File: src/rtl/imem_boot_ctrl.sv
// Boot loader for i_mem: decodes LOAD/RUN commands from a UART byte stream, writes payload into i_mem
// and holds the CPU while loading. Optional payload checksum stage enabled by IMEM_BOOT_CHECKSUM_EN.
module imem_boot_ctrl #(
   parameter int unsigned ADDR_WIDTH = 16,
   parameter int unsigned DATA_WIDTH = 8,
   parameter logic [7:0]  CMD_LOAD   = 8'hA5,
   parameter logic [7:0]  CMD_RUN    = 8'h5A
) (
   input  logic                  clk,
   input  logic                  rst_n,
   input  logic [7:0]            rx_data,
   input  logic                  rx_valid,
   output logic                  rx_ready,
   input  logic [ADDR_WIDTH-1:0] cpu_r_addr,
   input  logic                  cpu_r_en,
   output logic                  cpu_hold,
   output logic [ADDR_WIDTH-1:0] mem_w_addr,
   output logic [DATA_WIDTH-1:0] mem_din,
   output logic                  mem_w_en,
   output logic [ADDR_WIDTH-1:0] mem_r_addr,
   output logic                  mem_r_en,
   output logic                  busy,
   output logic                  done,
   output logic                  err
);

   localparam int unsigned FIELD_W = 16;

   typedef enum logic [2:0] {
      S_IDLE,
      S_ADDR_H,
      S_ADDR_L,
      S_LEN_H,
      S_LEN_L,
      S_DATA,
`ifdef IMEM_BOOT_CHECKSUM_EN
      S_CSUM,
`endif
      S_RUN
   } state_t;

   state_t                r_state;
   logic                  r_rx_ready;
   logic                  r_cpu_hold;
   logic                  r_busy;
   logic                  r_done;
   logic                  r_w_en;
   logic [ADDR_WIDTH-1:0] r_w_addr;
   logic [DATA_WIDTH-1:0] r_din;
   logic [FIELD_W-1:0]    r_addr;
   logic [FIELD_W-1:0]    r_len;
   logic                  w_acc;
   logic                  w_run_ok;
   logic [FIELD_W-1:0]    w_len_full;

   assign w_acc      = rx_valid & r_rx_ready;
   assign w_len_full = {r_len[15:8], rx_data};

`ifdef IMEM_BOOT_CHECKSUM_EN
   logic [7:0] r_sum;
   logic       r_err;
   assign err      = r_err;
   // A failed checksum keeps the CPU parked until a fresh load succeeds
   assign w_run_ok = ~r_err;
`else
   assign err      = 1'b0;
   assign w_run_ok = 1'b1;
`endif

   always_ff @(posedge clk or negedge rst_n) begin
      if (!rst_n) begin
         r_state    <= S_IDLE;
         r_rx_ready <= 1'b0;
         r_cpu_hold <= 1'b1;
         r_busy     <= 1'b0;
         r_done     <= 1'b0;
         r_w_en     <= 1'b0;
         r_w_addr   <= '0;
         r_din      <= '0;
         r_addr     <= '0;
         r_len      <= '0;
`ifdef IMEM_BOOT_CHECKSUM_EN
         r_sum      <= '0;
         r_err      <= 1'b0;
`endif
      end else begin
         r_rx_ready <= 1'b1;
         r_w_en     <= 1'b0;
         r_done     <= 1'b0;
         if (w_acc) begin
            case (r_state)
               S_IDLE, S_RUN: begin
                  if (rx_data == CMD_LOAD) begin
                     r_state    <= S_ADDR_H;
                     r_cpu_hold <= 1'b1;
                     r_busy     <= 1'b1;
`ifdef IMEM_BOOT_CHECKSUM_EN
                     r_err      <= 1'b0;
                     r_sum      <= '0;
`endif
                  end else if (rx_data == CMD_RUN && w_run_ok) begin
                     r_state    <= S_RUN;
                     r_cpu_hold <= 1'b0;
                  end
               end
               S_ADDR_H: begin
                  r_addr[15:8] <= rx_data;
                  r_state      <= S_ADDR_L;
               end
               S_ADDR_L: begin
                  r_addr[7:0] <= rx_data;
                  r_state     <= S_LEN_H;
               end
               S_LEN_H: begin
                  r_len[15:8] <= rx_data;
                  r_state     <= S_LEN_L;
               end
               S_LEN_L: begin
                  r_len <= w_len_full;
                  if (w_len_full != '0) begin
                     r_state <= S_DATA;
                  end else begin
`ifdef IMEM_BOOT_CHECKSUM_EN
                     r_state <= S_CSUM;
`else
                     r_state <= S_IDLE;
                     r_busy  <= 1'b0;
                     r_done  <= 1'b1;
`endif
                  end
               end
               S_DATA: begin
                  // Write lands one cycle after acceptance; done aligns with the final write
                  r_w_en   <= 1'b1;
                  r_w_addr <= r_addr[ADDR_WIDTH-1:0];
                  r_din    <= DATA_WIDTH'(rx_data);
                  r_addr   <= r_addr + 16'd1;
                  r_len    <= r_len - 16'd1;
`ifdef IMEM_BOOT_CHECKSUM_EN
                  r_sum    <= r_sum + rx_data;
`endif
                  if (r_len == 16'd1) begin
`ifdef IMEM_BOOT_CHECKSUM_EN
                     r_state <= S_CSUM;
`else
                     r_state <= S_IDLE;
                     r_busy  <= 1'b0;
                     r_done  <= 1'b1;
`endif
                  end
               end
`ifdef IMEM_BOOT_CHECKSUM_EN
               S_CSUM: begin
                  r_state <= S_IDLE;
                  r_busy  <= 1'b0;
                  if (rx_data == r_sum) r_done <= 1'b1;
                  else                  r_err  <= 1'b1;
               end
`endif
               default: begin
                  r_state <= S_IDLE;
                  r_busy  <= 1'b0;
               end
            endcase
         end
      end
   end

   assign rx_ready   = r_rx_ready;
   assign cpu_hold   = r_cpu_hold;
   assign busy       = r_busy;
   assign done       = r_done;
   assign mem_w_en   = r_w_en;
   assign mem_w_addr = r_w_addr;
   assign mem_din    = r_din;
   assign mem_r_addr = cpu_r_addr;
   assign mem_r_en   = cpu_r_en & ~r_cpu_hold;

endmodule

File: config.mk
export PLATFORM = sky130hd
export DESIGN_NAME = imem_boot_ctrl
export DESIGN_NICKNAME = d
export VERILOG_FILES = /design/src/rtl/imem_boot_ctrl.sv
export SDC_FILE = /design/constraint.sdc
export NUM_CORES = 1
export LEC_CHECK = 0
export ABC_AREA = 1
export BUFFER_PORTS_ARGS = -buffer_cell sky130_fd_sc_hd__buf_2
export CORE_MARGIN = 5
export CORE_UTILIZATION = 40
export CTS_CLUSTER_DIAMETER = 80
export DETAILED_ROUTE_END_ITERATION = 10
export GPL_TIMING_DRIVEN = 0
export SLEW_MARGIN = 15
export SYNTH_ARGS = -nofsm -noshare
export SYNTH_HDL_FRONTEND = slang
export SYNTH_SLANG_ARGS = --single-unit
File: constraint.sdc
create_clock -name clk -period 1.9 [get_ports clk]
set_input_delay 0.38 -clock clk [delete_from_list [all_inputs] [get_ports clk]]
set_output_delay 0.38 -clock clk [all_outputs]
set_load 0.005 [all_outputs]
Word-level counts from Yosys, hierarchy flattened
Index checks and enable logic that the tools add are counted.
- flip-flop bits (word level): 64
- output and inout bits: 47
- input port bits: 28
- logic and storage cells: 69
- muxes and demuxes: 21
- bitwise gates (word level): 4
- equal/unequal tests: 13
- add/sub/neg operators: 2
- reductions and logical operators: 17
- operators with widths (operator ; number):
    $pmux W8 S2 ; 4
    $pmux W3 S6 ; 1
    $add A16 B1 Y16 const B ; 1
    $eq A16 B1 Y1 const B ; 1
    $reduce_bool A16 Y1 ; 1
    $sub A16 B1 Y16 const B ; 1
    $mux W3 ; 4
    $mux W1 ; 10
    $reduce_and A2 Y1 ; 5
    $reduce_bool A2 Y1 ; 5
    $eq A3 B3 Y1 const B ; 3
    $eq A8 B7 Y1 const B ; 1
    $eq A8 B8 Y1 const B ; 1
    $eq A3 B2 Y1 const B ; 2
    $ne A2 B2 Y1 const B ; 3
    $reduce_and A3 Y1 ; 2
    $reduce_and A5 Y1 ; 1
    $pmux W1 S4 ; 1
    $eq A3 B1 Y1 const B ; 1
    $logic_not A3 Y1 ; 1
    $ne A3 B3 Y1 const B ; 1
    $reduce_or A3 Y1 ; 1
    $and A1 B1 Y1 ; 2
    $not A1 Y1 ; 2
    2 further kinds ; 2

Longest topological paths before layout
Gate-level depths: netlist of the first run.
- depth after elaboration: 4
- depth in mapped cells: 10
- gate-level depth less buffers: 10

Worst setup path after synthesis of the first run
OpenSTA, ideal clock, no wires.
- path type: reg2reg
- start: register r_state[1]
- end: register r_addr[8]
- setup time: 120 ps
- path slack: 528 ps
- arrival: 1253 ps
- data required time: 1780 ps
- buffers on the path: 2
- stages on the path, launching flop included: 9
- clock period less this slack: 1372 ps
- cell sequence: dfrtp_1 > nor2_2 > nand2_2 > buf_6 > buf_6 > nand2_1 > o21ai_0 > o21ai_0 > inv_1
- longest elaborated chain between the ends: 3
- elaborated cells between the ends (all ways): 5
- classes of those cells: eq/ne (2); mux (1); reduce/logical (2)
- RTL lines (item ; line ; text):
    start, declared ; 42 ; state_t r_state;
    start signal, assigned ; 72 ; r_state <= S_IDLE;
    start signal, assigned ; 94 ; r_state <= S_ADDR_H;
    start signal, assigned ; 102 ; r_state <= S_RUN;
    $eq A3 B3 Y1 / $eq A3 B1 Y1 (equally long branches) ; 91 ; case (r_state)
    $reduce_bool A2 Y1 (no source line) ; -- ;
    $reduce_and A2 Y1 (no source line) ; -- ;
    end signal, assigned ; 107 ; r_addr[15:8] <= rx_data;
    end signal, assigned ; 137 ; r_addr <= r_addr + 16'd1;
    end, declared ; 50 ; logic [FIELD_W-1:0] r_addr;
Several ways; a longest one is shown, not always the timed one.
A chain may end at the register's enable or synchronous reset.

Final worst setup path of the first run
- start: register r_state[1]
- end: register r_w_addr[10] (netlist: mem_w_addr[10])
- longest elaborated chain between the ends: 2
- RTL lines (item ; line ; text):
    $eq A3 B3 Y1 ; 91 ;
    $reduce_and A2 Y1 (no source line) ; -- ;
    end signal, assigned ; 135 ; r_w_addr <= r_addr[ADDR_WIDTH-1:0];
    end, declared ; 48 ; logic [ADDR_WIDTH-1:0] r_w_addr;
Every way passes these cells.

==> results of run 1 <==
routing by layer:
layer	GRT usage, %	up-vias	share of wire [%]
met3	3.178	17	6.8
met5	0	-	0
met2	26.59	130	43
met1	25.23	1623	48
li1	-	1750	-
met4	6.105	0	1.9
sequential cells by signal, indices dropped and copies added (netlist names):
| register | count |
|---|---|
| busy | 1 |
| cpu_hold | 1 |
| done | 1 |
| mem_din | 8 |
| mem_w_addr | 16 |
| mem_w_en | 1 |
| r_addr | 16 |
| r_len | 16 |
| r_state | 3 |
| rx_ready | 1 |
cell usage in the layout (no fill, tap or decap), drive strengths merged, types with 2 or more instances in the layout:
cell type  instances
buf               85
a21oi             17
xor2               2
nand2            171
nand3             24
clkinv             4
o21ai             51
ha                 3
or2                2
a31oi              8
inv               54
conb               2
a22oi              2
nand4              2
nor3               7
clkbuf            11
nor2              70
dfrtp             63
critical path: cells and delay by family, from the launching register on:
kind            cells  cell delay, ns
buf+inv             2            0.45
flops               1            0.45
simple gates        3            0.49
compound gates      1            0.22
cell families (layout without fill, tap and decap cells):
kind of cell / after synthesis / count (layout) / synth area share, %
AOI/OAI and AO/OA: 83 / 83 / 12.40
xor gates and xnor gates: 3 / 3 / 0.7196
adders and majority gates: 3 / 3 / 1.028
buffers and inverters: 83 / 157 / 11.27
DFF: 64 / 64 / 43.88
other: 2 / 2 / 0.2056
and+or+nand+nor: 278 / 278 / 30.49
how the worst max path moves through the flow:
stage / cells past startpoint / endpoint / start
2_1_floorplan: 8 / r_addr[8] / r_state[1]
3_3_place_gp: 6 / done / rx_valid
3_5_place_dp: 6 / mem_w_addr[13] / rx_valid
4_1_cts: 6 / done / r_state[1]
5_1_grt: 8 / r_state[1] / r_len[9]
6_report: 6 / mem_w_addr[10] / r_state[1]
layout make-up:
cell class / instances / share of cell area, %
multi-input cells: 369 / 38.17
flip-flops and latches: 64 / 37.36
repair buffers: 59 / 7.407
plain buffers: 29 / 4.870
inverters: 54 / 4.724
well taps: 108 / 3.150
clock buffers: 9 / 2.887
clock inverters: 6 / 1.429
power groups by stage:
| stage | sequential [uW] | combinational, uW | clock [uW] |
|---|---|---|---|
| finish | 2400 | 2150 | 1130 |
| global route | 2470 | 2460 | 1230 |
| CTS | 2390 | 2160 | 1160 |
| detailed placement | 2410 | 2150 | 0 |
| global placement | 2390 | 2110 | 0 |
| floorplan | 2340 | 1460 | 0 |
stage by stage:
stage                     cells  worst slack (ns)  power (uW)  instance area (um^2)
after floorplan             516            0.5279        3799                  3652
after global placement      681           0.08932        4496                  4073
after detailed placement    682           0.09672        4560                  4095
after CTS                   698            0.1902        5708                  4290
after global routing        698          0.009659        6167                  4290
final                       698            0.2093        5677                  4290
repair_timing:
item | CTS | global route
hold buffers | 1 | 0
setup buffers | 0 | 0
endpoints found under the hold margin | 29 | 0
setup endpoints to repair | 0 | 0
==> out/results.txt, run 1 <==
Worst setup EP type = flip-flop
Avg Inst Size Synth = 7.078 um^2
WP data required = 2.16 ns
number of synthesis warnings = 0
most frequent cell after synthesis = nand2_1
R2R Setup Slk = 0.21 ns
Min-Delay Startpoint = rx_data[6]
Die Footprint = 11140 um^2
# nets final = 617
CTS root buffer = clkbuf_8
Worst EP arrival = 1.95 ns
hold endpoint = mem_din[6]
status = complete, no violations
Num CTS Buffers = 9
Synth area leaders = dfrtp_1, nand2_1, nor2_1
Reg2Reg Depth = 6
RSZ-0062 raised after global routing = no
Clock Pin Slew Worst Setup and Hold Paths = 0.08 ns
Min-Delay Path Depth = 3
Pleak = 0.002241 uW
Clk pwr share = 19.9%
row cnt = 34
initial antenna violation count = 0
grt ovf = 0
Final Hold Viols = 0
DRT antenna net count = 0
vias in the first global route = 3109
area leader, netlist = dfrtp_1
CTS H-Tree Depth = 3
post-DR vias/cell = 5.043
Reg power frac = 42.2%
Post-synth EDFFs = 0
Crit path largest cell delay = 0.45 ns
sequential fraction of the synthesis area = 43.88%
syn nets = 547
CTS tree = built
multi-input logic area = 1638 um^2
max_cap viols = 0
async set-reset flop share out of synthesis = 100.0%
Mapped Cells = 516
io pins = 75
Wirelength per Cell = 13.99 um
Logic pwr share = 37.9%
Net Sw Power = 2319 uW
chip width = 105.6 um
worst r2r src = r_state[1]
clk_lat worst skew = 0.34 ns
sequential standard cell area = 1603 um^2
Port-buffer cells = 57
DRC viols = 0
Int Pwr = 3358 uW
post-synth cell types = 34
via count = 3520
Worst path slowest cell = dfrtp_1
initial core utilization = 41.47%
first-pass GRT wire length = 15.49 mm
post-DP HPWL = 7.366 mm
Area Growth Syn to Fin = 17.47%
most frequent CP cell = nand2_2
endpoints failing setup = 0
hold slack = 0.3057 ns
Achievable Freq = 591.5 MHz
Commonest cells post-synth = nand2_1, nor2_1, dfrtp_1, inv_1, o21ai_0
TNS Setup = 0 ns
Setup Skew = 0.01120 ns
final core occ = 48.72%
clk sinks = 64
worst-path fanout max = 10
Final GP Congestion = 0.9174
Switching Fraction = 40.85%
Tmin final = 1.691 ns
antenna cells = 0
initial drt markers = 238
fillers = 874
crit path launch type = flip-flop
Die Height = 105.6 um
Synth Register Bits = 64
maximum vdd ir drop = 460.9 uV
core area = 8806 um^2
share of post-route cells with drive strength above 1 = 18.98%
clock buffer depth = 2
routed wire length = 9.766 mm
Post-Syn Area = 3652 um^2
critical path type = reg2reg
reg-to-reg endpoint = mem_w_addr[10]
Final Slew Violations = 0
all-layer global routing usage = 17.54%
largest net degree at the start of global routing = 35
# resized after CTS = 0
total iterations of the first detailed-routing run = 5
HP Class = in2reg
CP Cell Sequence = nor2_2 -> nand2_2 -> inv_2 -> nand2_2 -> clkbuf_1 -> o21ai_0
Primary FF master, synth = dfrtp_1
PD cells = 1323 nW/um^2
Synth top area share = 43.17%
final worst path period share = 88.99%
(Power assumes the default switching activity.)
==> run 2: changes to the inputs <==
--- a/config.mk
+++ b/config.mk
@@ -7,7 +7,7 @@
 export LEC_CHECK = 0
 export ABC_AREA = 1
 export BUFFER_PORTS_ARGS = -buffer_cell sky130_fd_sc_hd__buf_2
-export CORE_MARGIN = 5
+export CORE_MARGIN = 1
 export CORE_UTILIZATION = 40
 export CTS_CLUSTER_DIAMETER = 80
 export DETAILED_ROUTE_END_ITERATION = 10
==> run 2 against run 1 <==
Hold slack worse by 0.0033 ns. Sequential power about the same. Sequential cell count unchanged. Non-clock buffer count unchanged. Final area up 1.6%. Utilization up 1.0 points. Critical path type unchanged. Setup slack worse by 0.0074 ns. Largest power group unchanged. First-iteration DRC count down 9.7%. Sequential share of layout area down 0.58 points. Via count up 1.2%. Total power up 6.4%.
==> out/results.txt, run 2 (synthesis gave the netlist of run 1 again) <==
post-DR vias/cell = 5.096
post-DP HPWL = 7.099 mm
vias in the first global route = 3189
Worst setup EP type = flip-flop
Reg2Reg Depth = 5
most common cell after layout, fill and taps aside = nand2_1
Critical Path End = done
final worst path period share = 89.38%
most frequent cells in the layout = nand2_1, nor2_1, dfrtp_1
R2R Setup Slk = 0.20 ns
clk_lat worst skew = 0.34 ns
maximum vdd ir drop = 520.4 uV
initial antenna violation count = 0
crit path launch = rx_ready
# resized after CTS = 0
CTS root buffer = clkbuf_8
PD cells = 1386 nW/um^2
chip width = 97.56 um
Pleak = 0.002269 uW
routed wire length = 9.586 mm
Clock Pin Slew Worst Setup and Hold Paths = 0.08 ns
total iterations of the first detailed-routing run = 5
largest net degree at the start of global routing = 35
via count = 3562
Final GP Congestion = 0.9411
Final Hold Viols = 0
Die Height = 97.56 um
crit path launch type = flip-flop
DRT antenna net count = 0
Area Growth Syn to Fin = 19.32%
clk sinks = 64
max_cap viols = 0
Wirelength per Cell = 13.71 um
Die Footprint = 9517 um^2
io pins = 75
WP data required = 2.14 ns
antenna cells = 0
endpoints failing setup = 0
TNS Setup = 0 ns
post-CTS setup buffers = 0
reg-to-reg endpoint = done
Achievable Freq = 588.9 MHz
Worst EP arrival = 1.93 ns
CTS tree = built
initial core utilization = 41.68%
Hold Buf Count CTS = 1
initial drt markers = 215
worst-path fanout max = 10
Num CTS Buffers = 9
core area = 8763 um^2
HP Class = in2reg
row cnt = 34
hold slack = 0.3024 ns
CTS H-Tree Depth = 3
grt ovf = 0
worst r2r src = rx_ready
all-layer global routing usage = 21.22%
clock buffer depth = 2
first-pass GRT wire length = 15.90 mm
Setup Skew = 0.01197 ns
Port-buffer cells = 57
# nets final = 617
RSZ-0062 raised after global routing = no
Tmin final = 1.698 ns
status = complete, no violations
Final Slew Violations = 0
critical path type = reg2reg
share of post-route cells with drive strength above 1 = 19.12%
DRC viols = 0
run 2: changes by cell type in the layout (fill, tap and decap cells not counted):
cell / delta
inv_6: +1
bufinv_16: +2
clkinv_2: -3
clkbuf_8: +1
run 2: final cells by class:
class                   count  area, um^2
fillers                   889        4405
repair buffers             59       317.8
inverters                  54       202.7
well taps                 108       135.1
plain buffers              29       209.0
flip-flops and latches     64        1603
clock inverters             6       115.1
multi-input cells         369        1638
clock buffers              10       137.6
run 2: worst max-delay path: stages (launching register included):
cell	delay (ns)
dfrtp_1	0.35
nand2_1	0.15
nor3_2	0.41
clkbuf_1	0.37
nand2_1	0.10
o22ai_1	0.21
run 2: through the flow:
step	cells	total power, uW	area [um^2]	worst slack, ns	utilization [%]
floorplan	516	3799	3652	0.5279	-
global placement	681	4481	4073	0.1285	46.47
detailed placement	682	4552	4095	0.1074	46.73
CTS	699	6073	4358	0.1820	49.73
global route	699	6522	4358	0.03647	49.73
finish	699	6039	4358	0.2018	49.73
run 2: where the power goes:
| group | leakage, uW | switching [uW] | total [uW] | internal (uW) |
|---|---|---|---|---|
| logic | 0.00136 | 1300 | 2140 | 841 |
| registers | 0.000786 | 470 | 2390 | 1920 |
| clock network | 0.000123 | 587 | 1500 | 915 |
| total | 0.00227 | 2360 | 6040 | 3680 |
run 2: worst min-delay path by stage:
stage | startpoint | cells past startpoint | to | slack, ns
after floorplan | rst_n | 0 | busy | 0.08
after global placement | mem_w_addr[9] | 2 | mem_w_addr[9] | 0.46
after detailed placement | rst_n | 1 | mem_din[3] | 0.37
after CTS | rx_data[3] | 3 | mem_din[3] | 0.29
after global routing | rx_data[5] | 3 | mem_din[5] | 0.31
final | rx_data[5] | 3 | mem_din[5] | 0.30
run 2: routing by layer:
metal  up-vias  track usage [%]  share of wire (%)
li1       1762                -                  -
met4         0            7.353                1.4
met2       135            32.87                 44
met3        11            3.022                5.8
met1      1654            30.29                 49
met5         -                0                  0
